`src/rtl/rvv_vd_collector_pkg.sv`:
```
// Shared types for the vector destination collector: element-width codes, operand kinds,
// collector FSM states and lane bus geometry.
package rvv_vd_collector_pkg;

  typedef enum logic [2:0] {
    Vsew8  = 3'd0,
    Vsew16 = 3'd1,
    Vsew32 = 3'd2,
    Vsew64 = 3'd3
  } vsew_e;

  typedef enum logic [1:0] {
    OpVV = 2'd0,
    OpVX = 2'd1,
    OpVI = 2'd2
  } op_type_e;

  typedef enum logic [1:0] {
    StIdle    = 2'd0,
    StCollect = 2'd1,
    StWb      = 2'd2
  } coll_state_e;

  // Each lane drives a 64-bit result slot and a 17-bit chunk index.
  localparam int unsigned LaneBusW = 64;
  localparam int unsigned RegiW    = 17;
  localparam int unsigned VlW      = 17;

  function automatic int unsigned sew_bits(input logic [2:0] vsew);
    return 32'd8 << vsew;
  endfunction

endpackage

```
`src/rtl/rvv_vd_collector_if.sv`:
```
// Lane-array result bus plus the VRF write port seen by the collector.
interface rvv_vd_collector_if
  import rvv_vd_collector_pkg::*;
#(
  parameter int unsigned VLEN     = 128,
  parameter int unsigned NB_LANES = 1
) ();

  localparam int unsigned NL = 1 << NB_LANES;

  logic [LaneBusW*NL-1:0] lane_vd;
  logic [RegiW*NL-1:0]    lane_regi;
  logic [NL-1:0]          lane_valid;
  logic                   alu_done;

  logic                   wb_valid;
  logic                   wb_ready;
  logic [4:0]             wb_vd_index;
  logic [VLEN-1:0]        wb_data;

  modport master (
    output lane_vd, lane_regi, lane_valid, alu_done, wb_ready,
    input  wb_valid, wb_vd_index, wb_data
  );

  modport slave (
    input  lane_vd, lane_regi, lane_valid, alu_done, wb_ready,
    output wb_valid, wb_vd_index, wb_data
  );

endinterface

```
`src/rtl/rvv_vd_collector_chunk_merge.sv`:
```
// Decides whether one lane chunk lands in the destination buffer, and which bits of it.
module rvv_vd_collector_chunk_merge
  import rvv_vd_collector_pkg::*;
#(
  parameter int unsigned VLEN       = 128,
  parameter int unsigned LANE_WIDTH = 3,
  parameter bit          IsLane0    = 1'b0,
  localparam int unsigned LW        = 1 << LANE_WIDTH,
  localparam int unsigned NCH       = VLEN / LW,
  localparam int unsigned ChIdxW    = $clog2(NCH)
) (
  input  logic              lane_valid_i,
  input  logic [LW-1:0]     lane_data_i,
  input  logic [RegiW-1:0]  lane_regi_i,
  input  logic [2:0]        vsew_i,
  input  logic [VlW-1:0]    vl_i,
  input  logic              mask_en_i,
  input  logic [VLEN-1:0]   v0_i,
  input  logic              scalar_i,
  output logic              we_o,
  output logic [ChIdxW-1:0] chunk_o,
  output logic [LW-1:0]     bit_mask_o,
  output logic [LW-1:0]     data_o
);

  localparam int unsigned VIdxW = $clog2(VLEN);

  logic [31:0] sew;
  logic [31:0] bit_off;
  logic [31:0] elem;
  logic        in_range;
  logic        active;

  always_comb begin
    sew      = sew_bits(vsew_i);
    bit_off  = 32'(lane_regi_i) << LANE_WIDTH;
    elem     = bit_off >> ({29'd0, vsew_i} + 32'd3);
    in_range = 32'(lane_regi_i) < NCH;
    // Reductions bypass vl/mask: only lane 0 may touch element 0.
    if (scalar_i) begin
      active = IsLane0 && (bit_off < sew);
    end else begin
      active = (elem < 32'(vl_i)) && (!mask_en_i || v0_i[elem[VIdxW-1:0]]);
    end
    we_o = lane_valid_i && in_range && active;
    // Narrow elements occupy only the low SEW bits of the chunk.
    for (int unsigned b = 0; b < LW; b++) begin
      bit_mask_o[b] = (b < sew);
    end
    chunk_o = lane_regi_i[ChIdxW-1:0];
    data_o  = lane_data_i;
  end

endmodule

```
`src/rtl/rvv_vd_collector.sv`:
```
// Collects lane result chunks into a full vd register and writes it back to the VRF.
module rvv_vd_collector
  import rvv_vd_collector_pkg::*;
#(
  parameter int unsigned VLEN       = 128,
  parameter int unsigned LANE_WIDTH = 3,
  parameter int unsigned NB_LANES   = 1
) (
  input  logic             clk,
  input  logic             reset,
  input  logic             start,
  input  logic [2:0]       vsew,
  input  logic [VlW-1:0]   vl,
  input  logic [4:0]       vd_index,
  input  logic             mask_en,
  input  logic [VLEN-1:0]  vd_old,
  input  logic [VLEN-1:0]  v0,
  input  logic             scalar_res,
  output logic             busy,
  rvv_vd_collector_if.slave bus
);

  localparam int unsigned NL     = 1 << NB_LANES;
  localparam int unsigned LW     = 1 << LANE_WIDTH;
  localparam int unsigned NCH    = VLEN / LW;
  localparam int unsigned ChIdxW = $clog2(NCH);

  coll_state_e     state_q, state_d;
  logic            busy_q, busy_d;
  logic            wb_valid_q, wb_valid_d;
  logic [4:0]      vd_idx_q, vd_idx_d;
  logic [2:0]      vsew_q, vsew_d;
  logic [VlW-1:0]  vl_q, vl_d;
  logic            mask_q, mask_d;
  logic [VLEN-1:0] v0_q, v0_d;
  logic [VLEN-1:0] buf_q, buf_d;

  logic              lane_we   [NL];
  logic [ChIdxW-1:0] lane_ch   [NL];
  logic [LW-1:0]     lane_mask [NL];
  logic [LW-1:0]     lane_data [NL];

  for (genvar i = 0; i < NL; i++) begin : g_lane
    rvv_vd_collector_chunk_merge #(
      .VLEN       (VLEN),
      .LANE_WIDTH (LANE_WIDTH),
      .IsLane0    (i == 0)
    ) u_merge (
      .lane_valid_i (bus.lane_valid[i]),
      .lane_data_i  (bus.lane_vd[LaneBusW*i +: LW]),
      .lane_regi_i  (bus.lane_regi[RegiW*i +: RegiW]),
      .vsew_i       (vsew_q),
      .vl_i         (vl_q),
      .mask_en_i    (mask_q),
      .v0_i         (v0_q),
      .scalar_i     (scalar_res),
      .we_o         (lane_we[i]),
      .chunk_o      (lane_ch[i]),
      .bit_mask_o   (lane_mask[i]),
      .data_o       (lane_data[i])
    );
  end

  // Upper bits of each 64-bit lane slot are not part of the chunk.
  logic unused_lane_vd;
  assign unused_lane_vd = ^bus.lane_vd;

  always_comb begin
    state_d  = state_q;
    vd_idx_d = vd_idx_q;
    vsew_d   = vsew_q;
    vl_d     = vl_q;
    mask_d   = mask_q;
    v0_d     = v0_q;
    buf_d    = buf_q;
    unique case (state_q)
      StIdle: begin
        if (start) begin
          state_d  = StCollect;
          buf_d    = vd_old;
          vd_idx_d = vd_index;
          vsew_d   = vsew;
          vl_d     = vl;
          mask_d   = mask_en;
          v0_d     = v0;
        end
      end
      StCollect: begin
        // Ascending lane order so the higher lane wins on a shared chunk.
        for (int unsigned k = 0; k < NCH; k++) begin
          for (int unsigned i = 0; i < NL; i++) begin
            if (lane_we[i] && (lane_ch[i] == ChIdxW'(k))) begin
              buf_d[k*LW +: LW] = (buf_d[k*LW +: LW] & ~lane_mask[i]) |
                                  (lane_data[i] & lane_mask[i]);
            end
          end
        end
        if (bus.alu_done) begin
          state_d = StWb;
        end
      end
      StWb: begin
        if (wb_valid_q && bus.wb_ready) begin
          state_d = StIdle;
        end
      end
      default: state_d = StIdle;
    endcase
    busy_d     = (state_d != StIdle);
    wb_valid_d = (state_d == StWb);
  end

  always_ff @(posedge clk) begin
    if (reset) begin
      state_q    <= StIdle;
      busy_q     <= 1'b0;
      wb_valid_q <= 1'b0;
      vd_idx_q   <= '0;
      vsew_q     <= '0;
      vl_q       <= '0;
      mask_q     <= 1'b0;
      v0_q       <= '0;
      buf_q      <= '0;
    end else begin
      state_q    <= state_d;
      busy_q     <= busy_d;
      wb_valid_q <= wb_valid_d;
      vd_idx_q   <= vd_idx_d;
      vsew_q     <= vsew_d;
      vl_q       <= vl_d;
      mask_q     <= mask_d;
      v0_q       <= v0_d;
      buf_q      <= buf_d;
    end
  end

  assign busy            = busy_q;
  assign bus.wb_valid    = wb_valid_q;
  assign bus.wb_vd_index = vd_idx_q;
  assign bus.wb_data     = buf_q;

endmodule

```
`src/flat_wrapper.sv`:
```
// flat-port wrapper written by rule: the top's interface ports become plain ports
module rvv_vd_collector_flat import rvv_vd_collector_pkg::*;
#(
  parameter int unsigned VLEN       = 128,
  parameter int unsigned LANE_WIDTH = 3,
  parameter int unsigned NB_LANES   = 1
)
  (clk, reset, start, vsew, vl, vd_index, mask_en, vd_old, v0, scalar_res, busy, bus_lane_vd, bus_lane_regi, bus_lane_valid, bus_alu_done, bus_wb_ready, bus_wb_valid, bus_wb_vd_index, bus_wb_data);
  rvv_vd_collector_if #(.VLEN(VLEN), .NB_LANES(NB_LANES)) bus_i ();
  input  logic clk;
  input  logic reset;
  input  logic start;
  input  logic [2:0] vsew;
  input  logic [VlW-1:0] vl;
  input  logic [4:0] vd_index;
  input  logic mask_en;
  input  logic [VLEN-1:0] vd_old;
  input  logic [VLEN-1:0] v0;
  input  logic scalar_res;
  output logic busy;
  input wire logic [$bits(bus_i.lane_vd)-1:0] bus_lane_vd;
  input wire logic [$bits(bus_i.lane_regi)-1:0] bus_lane_regi;
  input wire logic [$bits(bus_i.lane_valid)-1:0] bus_lane_valid;
  input wire logic [$bits(bus_i.alu_done)-1:0] bus_alu_done;
  input wire logic [$bits(bus_i.wb_ready)-1:0] bus_wb_ready;
  output wire logic [$bits(bus_i.wb_valid)-1:0] bus_wb_valid;
  output wire logic [$bits(bus_i.wb_vd_index)-1:0] bus_wb_vd_index;
  output wire logic [$bits(bus_i.wb_data)-1:0] bus_wb_data;
  assign bus_i.lane_vd = bus_lane_vd;
  assign bus_i.lane_regi = bus_lane_regi;
  assign bus_i.lane_valid = bus_lane_valid;
  assign bus_i.alu_done = bus_alu_done;
  assign bus_i.wb_ready = bus_wb_ready;
  assign bus_wb_valid = bus_i.wb_valid;
  assign bus_wb_vd_index = bus_i.wb_vd_index;
  assign bus_wb_data = bus_i.wb_data;
  rvv_vd_collector #(.VLEN(VLEN), .LANE_WIDTH(LANE_WIDTH), .NB_LANES(NB_LANES)) u_core (.clk(clk), .reset(reset), .start(start), .vsew(vsew), .vl(vl), .vd_index(vd_index), .mask_en(mask_en), .vd_old(vd_old), .v0(v0), .scalar_res(scalar_res), .busy(busy), .bus(bus_i));
endmodule
```
`config.mk`:
```
export PLATFORM = sky130hd
export DESIGN_NAME = rvv_vd_collector_flat
export DESIGN_NICKNAME = d
export VERILOG_FILES = /design/src/rtl/rvv_vd_collector_pkg.sv /design/src/rtl/rvv_vd_collector_if.sv /design/src/rtl/rvv_vd_collector_chunk_merge.sv /design/src/rtl/rvv_vd_collector.sv /design/src/flat_wrapper.sv
export SDC_FILE = /design/constraint.sdc
export NUM_CORES = 1
export LEC_CHECK = 0
export CELL_PAD_IN_SITES_DETAIL_PLACEMENT = 0
export CELL_PAD_IN_SITES_GLOBAL_PLACEMENT = 1
export CORE_AREA = 2 2 226 228
export DETAILED_ROUTE_END_ITERATION = 12
export DIE_AREA = 0 0 228 230
export PLACE_DENSITY_LB_ADDON = 0.1
export SLEW_MARGIN = 20
export SYNTH_ARGS = -nofsm -noshare
export SYNTH_HDL_FRONTEND = slang
export SYNTH_SLANG_ARGS = --single-unit
```
`constraint.sdc`:
```
create_clock -name clk -period 8.27 [get_ports clk]
set_input_delay 1.2405 -clock clk [delete_from_list [all_inputs] [get_ports clk]]
set_output_delay 1.2405 -clock clk [all_outputs]
set_load 0.05 [all_outputs]
```
# --- Word level (Yosys, flattened, before mapping) ---
# Index checks and enable logic that the tools add are counted.
totals:
  register_bits: 286
  inputBits: 452
  output_inout_bits: 135
op_classes:
  add_sub_neg: 1
  n_lt_le_gt_ge: 15
  n_eq_ne: 34
  n_shift: 3
  mux: 60
  bitwise_logic: 67
  n_reduce_logical: 49
op_table:
  columns: ["op", "count"]
  rows:
  - ["8-bit two-way mux", 48]
  - ["8-bit bitwise AND", 34]
  - ["8-bit OR", 32]
  - ["128-bit one-hot mux with 2 select lines", 1]
  - ["3-bit by 32-bit less-than comparator with 1-bit output (first input constant)", 4]
  - ["128-bit two-way mux", 1]
  - ["4-bit equality test (second input constant)", 16]
  - ["1-bit by 32-bit less-than comparator with 1-bit output (first input constant)", 2]
  - ["2-bit by 32-bit less-than comparator with 1-bit output (first input constant)", 2]
  - ["32-bit by 17-bit less-than comparator with 1-bit output", 2]
  - ["1-bit logical AND", 39]
  - ["17-bit by 5-bit less-than comparator with 1-bit output (second input constant)", 2]
  - ["4-bit by 3-bit equality test with 1-bit output (second input constant)", 8]
  - ["20-bit by 32-bit less-than comparator with 1-bit output", 1]
  - ["4-bit by 3-bit << shifter with 32-bit output (first input constant)", 1]
  - ["20-bit by 32-bit right shift with 32-bit output", 1]
  - ["20-bit by 4-bit right shift with 32-bit output", 1]
  - ["4-bit by 2-bit equality test with 1-bit output (second input constant)", 4]
  - ["7-bit by 8-bit less-than comparator with 1-bit output (second input constant)", 2]
  - ["1-bit binary-select mux with 7-bit select", 2]
  - ["4-bit by 1-bit equality test with 1-bit output (second input constant)", 2]
  - ["4-bit logical NOT", 2]
  - ["8-bit inverter", 1]
  - ["2-bit two-way mux", 3]
  - ["11 further kinds", 18]

# --- Logic depth before layout (Yosys ltp) ---
depth:
  ltp_word: 15
  ltp_mapped: 24
  mapped_depth_nobuf: 17

# --- Hierarchy ---
# A second synthesis with hierarchy kept.
unflattened:
  cells_unflattened: 2882
  hier_area_um2: 20404.6
modules_own_cells:
  columns: ["module", "instances", "cells_each", "area_each_um2", "seq_area_each_um2"]
  rows:
  - ["rvv_vd_collector", 1, 2291, 16364.4, 5725.5]
  - ["rvv_vd_collector_chunk_merge (u_core.g_lane[0].u_merge)", 1, 424, 2711.4, 0.0]
  - ["rvv_vd_collector_chunk_merge (u_core.g_lane[1].u_merge)", 1, 167, 1328.8, 0.0]

# --- Worst setup path after synthesis ---
# No wires, ideal clock.
synth_path:
  path_type: "in2reg"
  startpoint: "input bus_lane_regi[2]"
  endpoint: "register u_core.buf_q[56] (netlist: u_core.bus.wb_data[56])"
  setup_ns: 0.122
  arrival_time_ns: 4.594
  required_time_ns: 8.148
  setup_slack_ns: 3.554
  cell_stages: 15
  n_path_buf: 3
  cell_sequence: "clkbuf_1 -> mux4_2 -> nand2_1 -> o31ai_2 -> buf_2 -> ha_1 -> a21o_1 -> a211o_1 -> a2111o_1 -> a21o_1 -> buf_6 -> nor3_1 -> nand2_2 -> mux2_1 -> a221o_1"
synth_via:
  elab_chain_len: 14
synth_lines:
  columns: ["element", "line_no", "rtl"]
  rows:
  - ["start: declaration", "flat_wrapper.sv:22", "input wire logic [$bits(bus_i.lane_regi)-1:0] bus_lane_regi;"]
  - ["20-bit by 4-bit right shift with 32-bit output", "rvv_vd_collector_chunk_merge.sv:37", "elem = bit_off >> ({29'd0, vsew_i} + 32'd3);"]
  - ["1-bit binary-select mux with 7-bit select", "rvv_vd_collector_chunk_merge.sv:43", "active = (elem < 32'(vl_i)) && (!mask_en_i || v0_i[elem[VIdxW-1:0]]);"]
  - ["1-bit two-way mux (not written as such)", "rvv_vd_collector_chunk_merge.sv:43", null]
  - ["1-bit logical OR", "rvv_vd_collector_chunk_merge.sv:43", null]
  - ["1-bit logical AND", "rvv_vd_collector_chunk_merge.sv:43", null]
  - ["1-bit two-way mux", "rvv_vd_collector_chunk_merge.sv:40", "if (scalar_i) begin"]
  - ["1-bit logical AND", "rvv_vd_collector_chunk_merge.sv:45", "we_o = lane_valid_i && in_range && active;"]
  - ["1-bit logical AND *", "rvv_vd_collector.sv:92", "if (lane_we[i] && (lane_ch[i] == ChIdxW'(k))) begin"]
  - ["8-bit two-way mux *", "rvv_vd_collector.sv:92", null]
  - ["8-bit two-way mux *", "rvv_vd_collector.sv:76", "unique case (state_q)"]
  - ["8-bit bitwise AND", "rvv_vd_collector.sv:93", "buf_d[k*LW +: LW] = (buf_d[k*LW +: LW] & ~lane_mask[i]) |"]
  - ["8-bit OR", "rvv_vd_collector.sv:93", null]
  - ["8-bit two-way mux *", "rvv_vd_collector.sv:92", null]
  - ["128-bit one-hot mux with 2 select lines *", "rvv_vd_collector.sv:76", null]
  - ["end signal: assignment", "rvv_vd_collector.sv:133", "buf_q <= buf_d;"]
  - ["end: declaration", "rvv_vd_collector.sv:36", "logic [VLEN-1:0] buf_q, buf_d;"]
# Mark *: on every way between the ends. The rest lies on a longest branch, timed or not. The select of a mux whose other input is x is not followed.
# A chain may end at the register's enable or synchronous reset.

# --- Worst setup path in the final report ---
layout_path:
  startpoint: "input bus_lane_regi[3]"
  endpoint: "register u_core.buf_q[121] (netlist: u_core.bus.wb_data[121])"
# The elaborated chain is that of the path after synthesis.

==> flow_summary_export.csv <==
group,metric,value,unit
synthesis,synth-seq-cells,286,
layout,drive_gt1_frac,0.07642,
worst_setup_path,worstPathRequired,8710,ps
placed_design,gp_congestion,0.8828,
timing,whs,449.5,ps
synthesis,synth_top_family_by_area,"compound AO/OA/AOI/OAI gates",
cts,clk_path_buf_depth,3,
synthesis,ys_seq_area_frac,0.3214,
synthesis,ys_warn_count,0,
cts,clock_latency,560,ps
timing,setup_tns,0,ps
route,dr.pass1.iters,6,
pwr,swShare,0.3342,
die,rows,82,
timing,setup_viol,0,
synthesis,async_flop_share,0,
worst_setup_path,path_class,"input port to flip-flop",
run_status,status,"finished, final reports clean",
global_route,grt_pass1_wl,114400,µm
route,avgRoutedWirePerCell,23.24,µm
synthesis,synthAdderAreaFrac,0.02739,
timing,fin_skew,19.50,ps
die,die_y,230,µm
pwr,p_clk_frac,0.371,
synthesis,muxShareOfSynthArea,0.1709,
synthesis,synth-xor-area-share,0,
timing,rsz0062_at_grt,"false",
synthesis,synth-compound-area-share,0.2267,
route,final_antenna_net_count,0,
die,die_x,228,µm
global_route,grt_max_degree,105,
layout,layout_commonest_cell,"nand2_1",
route,routed_via_density,5.639,
global_route,grt_overflow,0,
layout,syn2layout_area_growth,35.60,%
layout,final_nets,3069,
worst_setup_path,rrSetupSlack,2000,ps
global_route,grt_pass1_vias,17964,
run,cap_viol_max_count,0,
worst_hold_path,min_from,"u_core.v0_q[59]$_SDFFE_PP0P_",
cts,htreeDepth,2,
worst_setup_path,reg2reg_depth,12,
pwr,p_per_area,189.4,mW/mm²
pwr,p_sw,0.001529,W
layout,fin_util,0.4844,
worst_setup_path,cp_max_fo,18,
synthesis,syn_area_per_cell,8.035,µm²
placed_design,dp_slack,1241,ps
worst_setup_path,critPathCaptureType,"flip-flop",
timing,min_period,6578,ps
global_route,antenna_found_initial,7,
pwr,p_int,0.003046,W
synthesis,synth-edff-count,0,
synthesis,yosysTopAreaCell,"dfxtp_1",
cts,cts_tree,"built",
timing,max_freq,152.0,MHz
synthesis,synth_ff_type,"dfxtp_1",
synthesis,yosys.area.top_type_share,0.3214,
placed_design,place_hpwl,54740,µm
worst_setup_path,r2r-start,"u_core.vsew_q[0]$_SDFFE_PP0P_",
worst_hold_path,hold_class,"flip-flop to flip-flop",
pwr,cellLeakagePower,9.269,nW
route,drc,0,
worst_hold_path,min_path_cells,2,
synthesis,synth_area_leaders,"dfxtp_1 32%, nand2_1 12%, a21oi_1 7.8%",
route,drtIter0Drc,1577,
cts,root_buffer,"clkbuf_16",
synthesis,ys_types,81,
route,routed_wl,76330,µm
worst_setup_path,critPathArrivalTime,7010,ps
placed_design,port_buffers,474,
cts,clock_sinks,286,
cts,ctsResizeCount,0,
synthesis,synthSimpleGateAreaFrac,0.2041,
timing,relSlewSlack,0.1960,
die,initial_utilization,0.3573,
global_route,grt.total_usage,0.2801,
layout,fillers,4912,
worst_setup_path,start_kind,"input port",
pwr,ir_drop,136.8,µV
timing,finalMaxSlewViolations,0,
die,core_area,0.04986,mm²
worst_hold_path,holdPathEnd,"u_core.v0_q[59]$_SDFFE_PP0P_",
die,die_area,0.05244,mm²
cts,numCtsBuffers,37,
die,io_pins,587,
synthesis,syn_area,0.01781,mm²
pwr,p_seq_frac,0.342,
synthesis,syn_inst,2217,
layout,final_cell_mix,"569 x nand2_1, 473 x clkdlybuf4s50_1, 285 x dfxtp_1",
worst_setup_path,r2r_end,"u_core.bus.wb_data[121]$_SDFFE_PP0P_",
pwr,p_comb_frac,0.287,
cts,cts_hold_buf,0,
timing,fin_ws,1692,ps
cts,clkTransAtPathRegs,60,ps
timing,hold_viol_final,0,
cts,postCtsSetupBuffers,0,
synthesis,syn_nets,2708,
timing,finalCritPeriodShare,0.7954,
timing,worst_pin_slew,1202,ps
route,vias,18520,
[area by class of cell]
cell class                 instances  area, µm²  share of cell area
multi-input combinational       1725      11260              0.4662
sequential                       286       5727              0.2371
timing repair buffer             497       4935              0.2043
clock buffer                      53       1089             0.04506
tap                              672      840.8             0.03481
clock inverter                    12      166.4            0.006889
inverter                          31      116.4            0.004817
antenna                            8      20.02           0.0008288
[synthesized netlist by cell type (34+ instances only)]
master,n
nand2_1,571
a21oi_1,279
a221o_1,98
nand3_1,34
o21ai_0,66
dfxtp_1,286
nor2_1,36
ha_1,39
mux2_2,52
mux2_1,79
mux2i_1,126
clkbuf_1,116
[metal layers]
metal | wire [µm] | track usage | vias to the layer above
li1 | - | - | 8777
met1 | 33340 | 0.3728 | 8907
met2 | 36000 | 0.4666 | 715
met3 | 5051 | 0.04489 | 117
met4 | 1911 | 0.08272 | 4
met5 | 27 | 0 | -
[flip-flops by register name (all words and copies together), names as in the netlist]
signal and cells:
u_core.bus.wb_data 128, u_core.bus.wb_valid 1, u_core.bus.wb_vd_index 5, u_core.busy 1, u_core.mask_q 1, u_core.state_q 2, u_core.v0_q 128, u_core.vl_q 17
u_core.vsew_q 3
[logic make-up (layout without fill, tap and decap cells)]
group | Yosys count | in the layout
AOI/OAI and AO/OA | 605 | 605
adders and majority gates | 39 | 39
buffers and inverters | 206 | 593
DFF | 286 | 286
muxes | 271 | 271
other | 0 | 8
and+or+nand+nor | 810 | 810
[worst max-delay path, cell delays in order]
cell and delay [ps]:
clkdlybuf4s50_1 750, mux2i_1 140, a22o_1 340, nor2_4 650, mux4_2 620, and2_1 170, nor4_1 720, o32a_1 270
nand4_1 670, nand2_1 670, mux2_2 390, a221o_1 340
[worst max-delay path by stage]
stage                     slack [ps]             start                              endpoint
after floorplan                 3550  bus_lane_regi[2]   u_core.bus.wb_data[56]$_SDFFE_PP0P_
after global placement          1270  bus_lane_regi[3]  u_core.bus.wb_data[120]$_SDFFE_PP0P_
after detailed placement        1240  bus_lane_regi[3]  u_core.bus.wb_data[124]$_SDFFE_PP0P_
after CTS                       1790  bus_lane_regi[3]  u_core.bus.wb_data[124]$_SDFFE_PP0P_
after global routing            1520  bus_lane_regi[2]  u_core.bus.wb_data[123]$_SDFFE_PP0P_
final                           1690  bus_lane_regi[3]  u_core.bus.wb_data[121]$_SDFFE_PP0P_
[per-stage QoR]
stage | instances | instance area [µm²] | power, W
2_1_floorplan | 2217 | 17810 | 0.002362
3_3_place_gp | 3210 | 22840 | 0.002881
3_5_place_dp | 3210 | 22840 | 0.002898
4_1_cts | 3275 | 24100 | 0.004591
5_1_grt | 3279 | 24140 | 0.004755
6_report | 3284 | 24160 | 0.004575
[power groups by stage]
| stage | Combinational, W | Sequential (W) | Clock, W |
|---|---|---|---|
| final | 0.00131 | 0.00156 | 0.00170 |
| after CTS | 0.00131 | 0.00156 | 0.00172 |
| after floorplan | 0.000617 | 0.00175 | 0 |
| after detailed placement | 0.00131 | 0.00159 | 0 |
| after global routing | 0.00141 | 0.00158 | 0.00177 |
| after global placement | 0.00129 | 0.00159 | 0 |
Note: power is estimated with default switching activity, not from simulation.
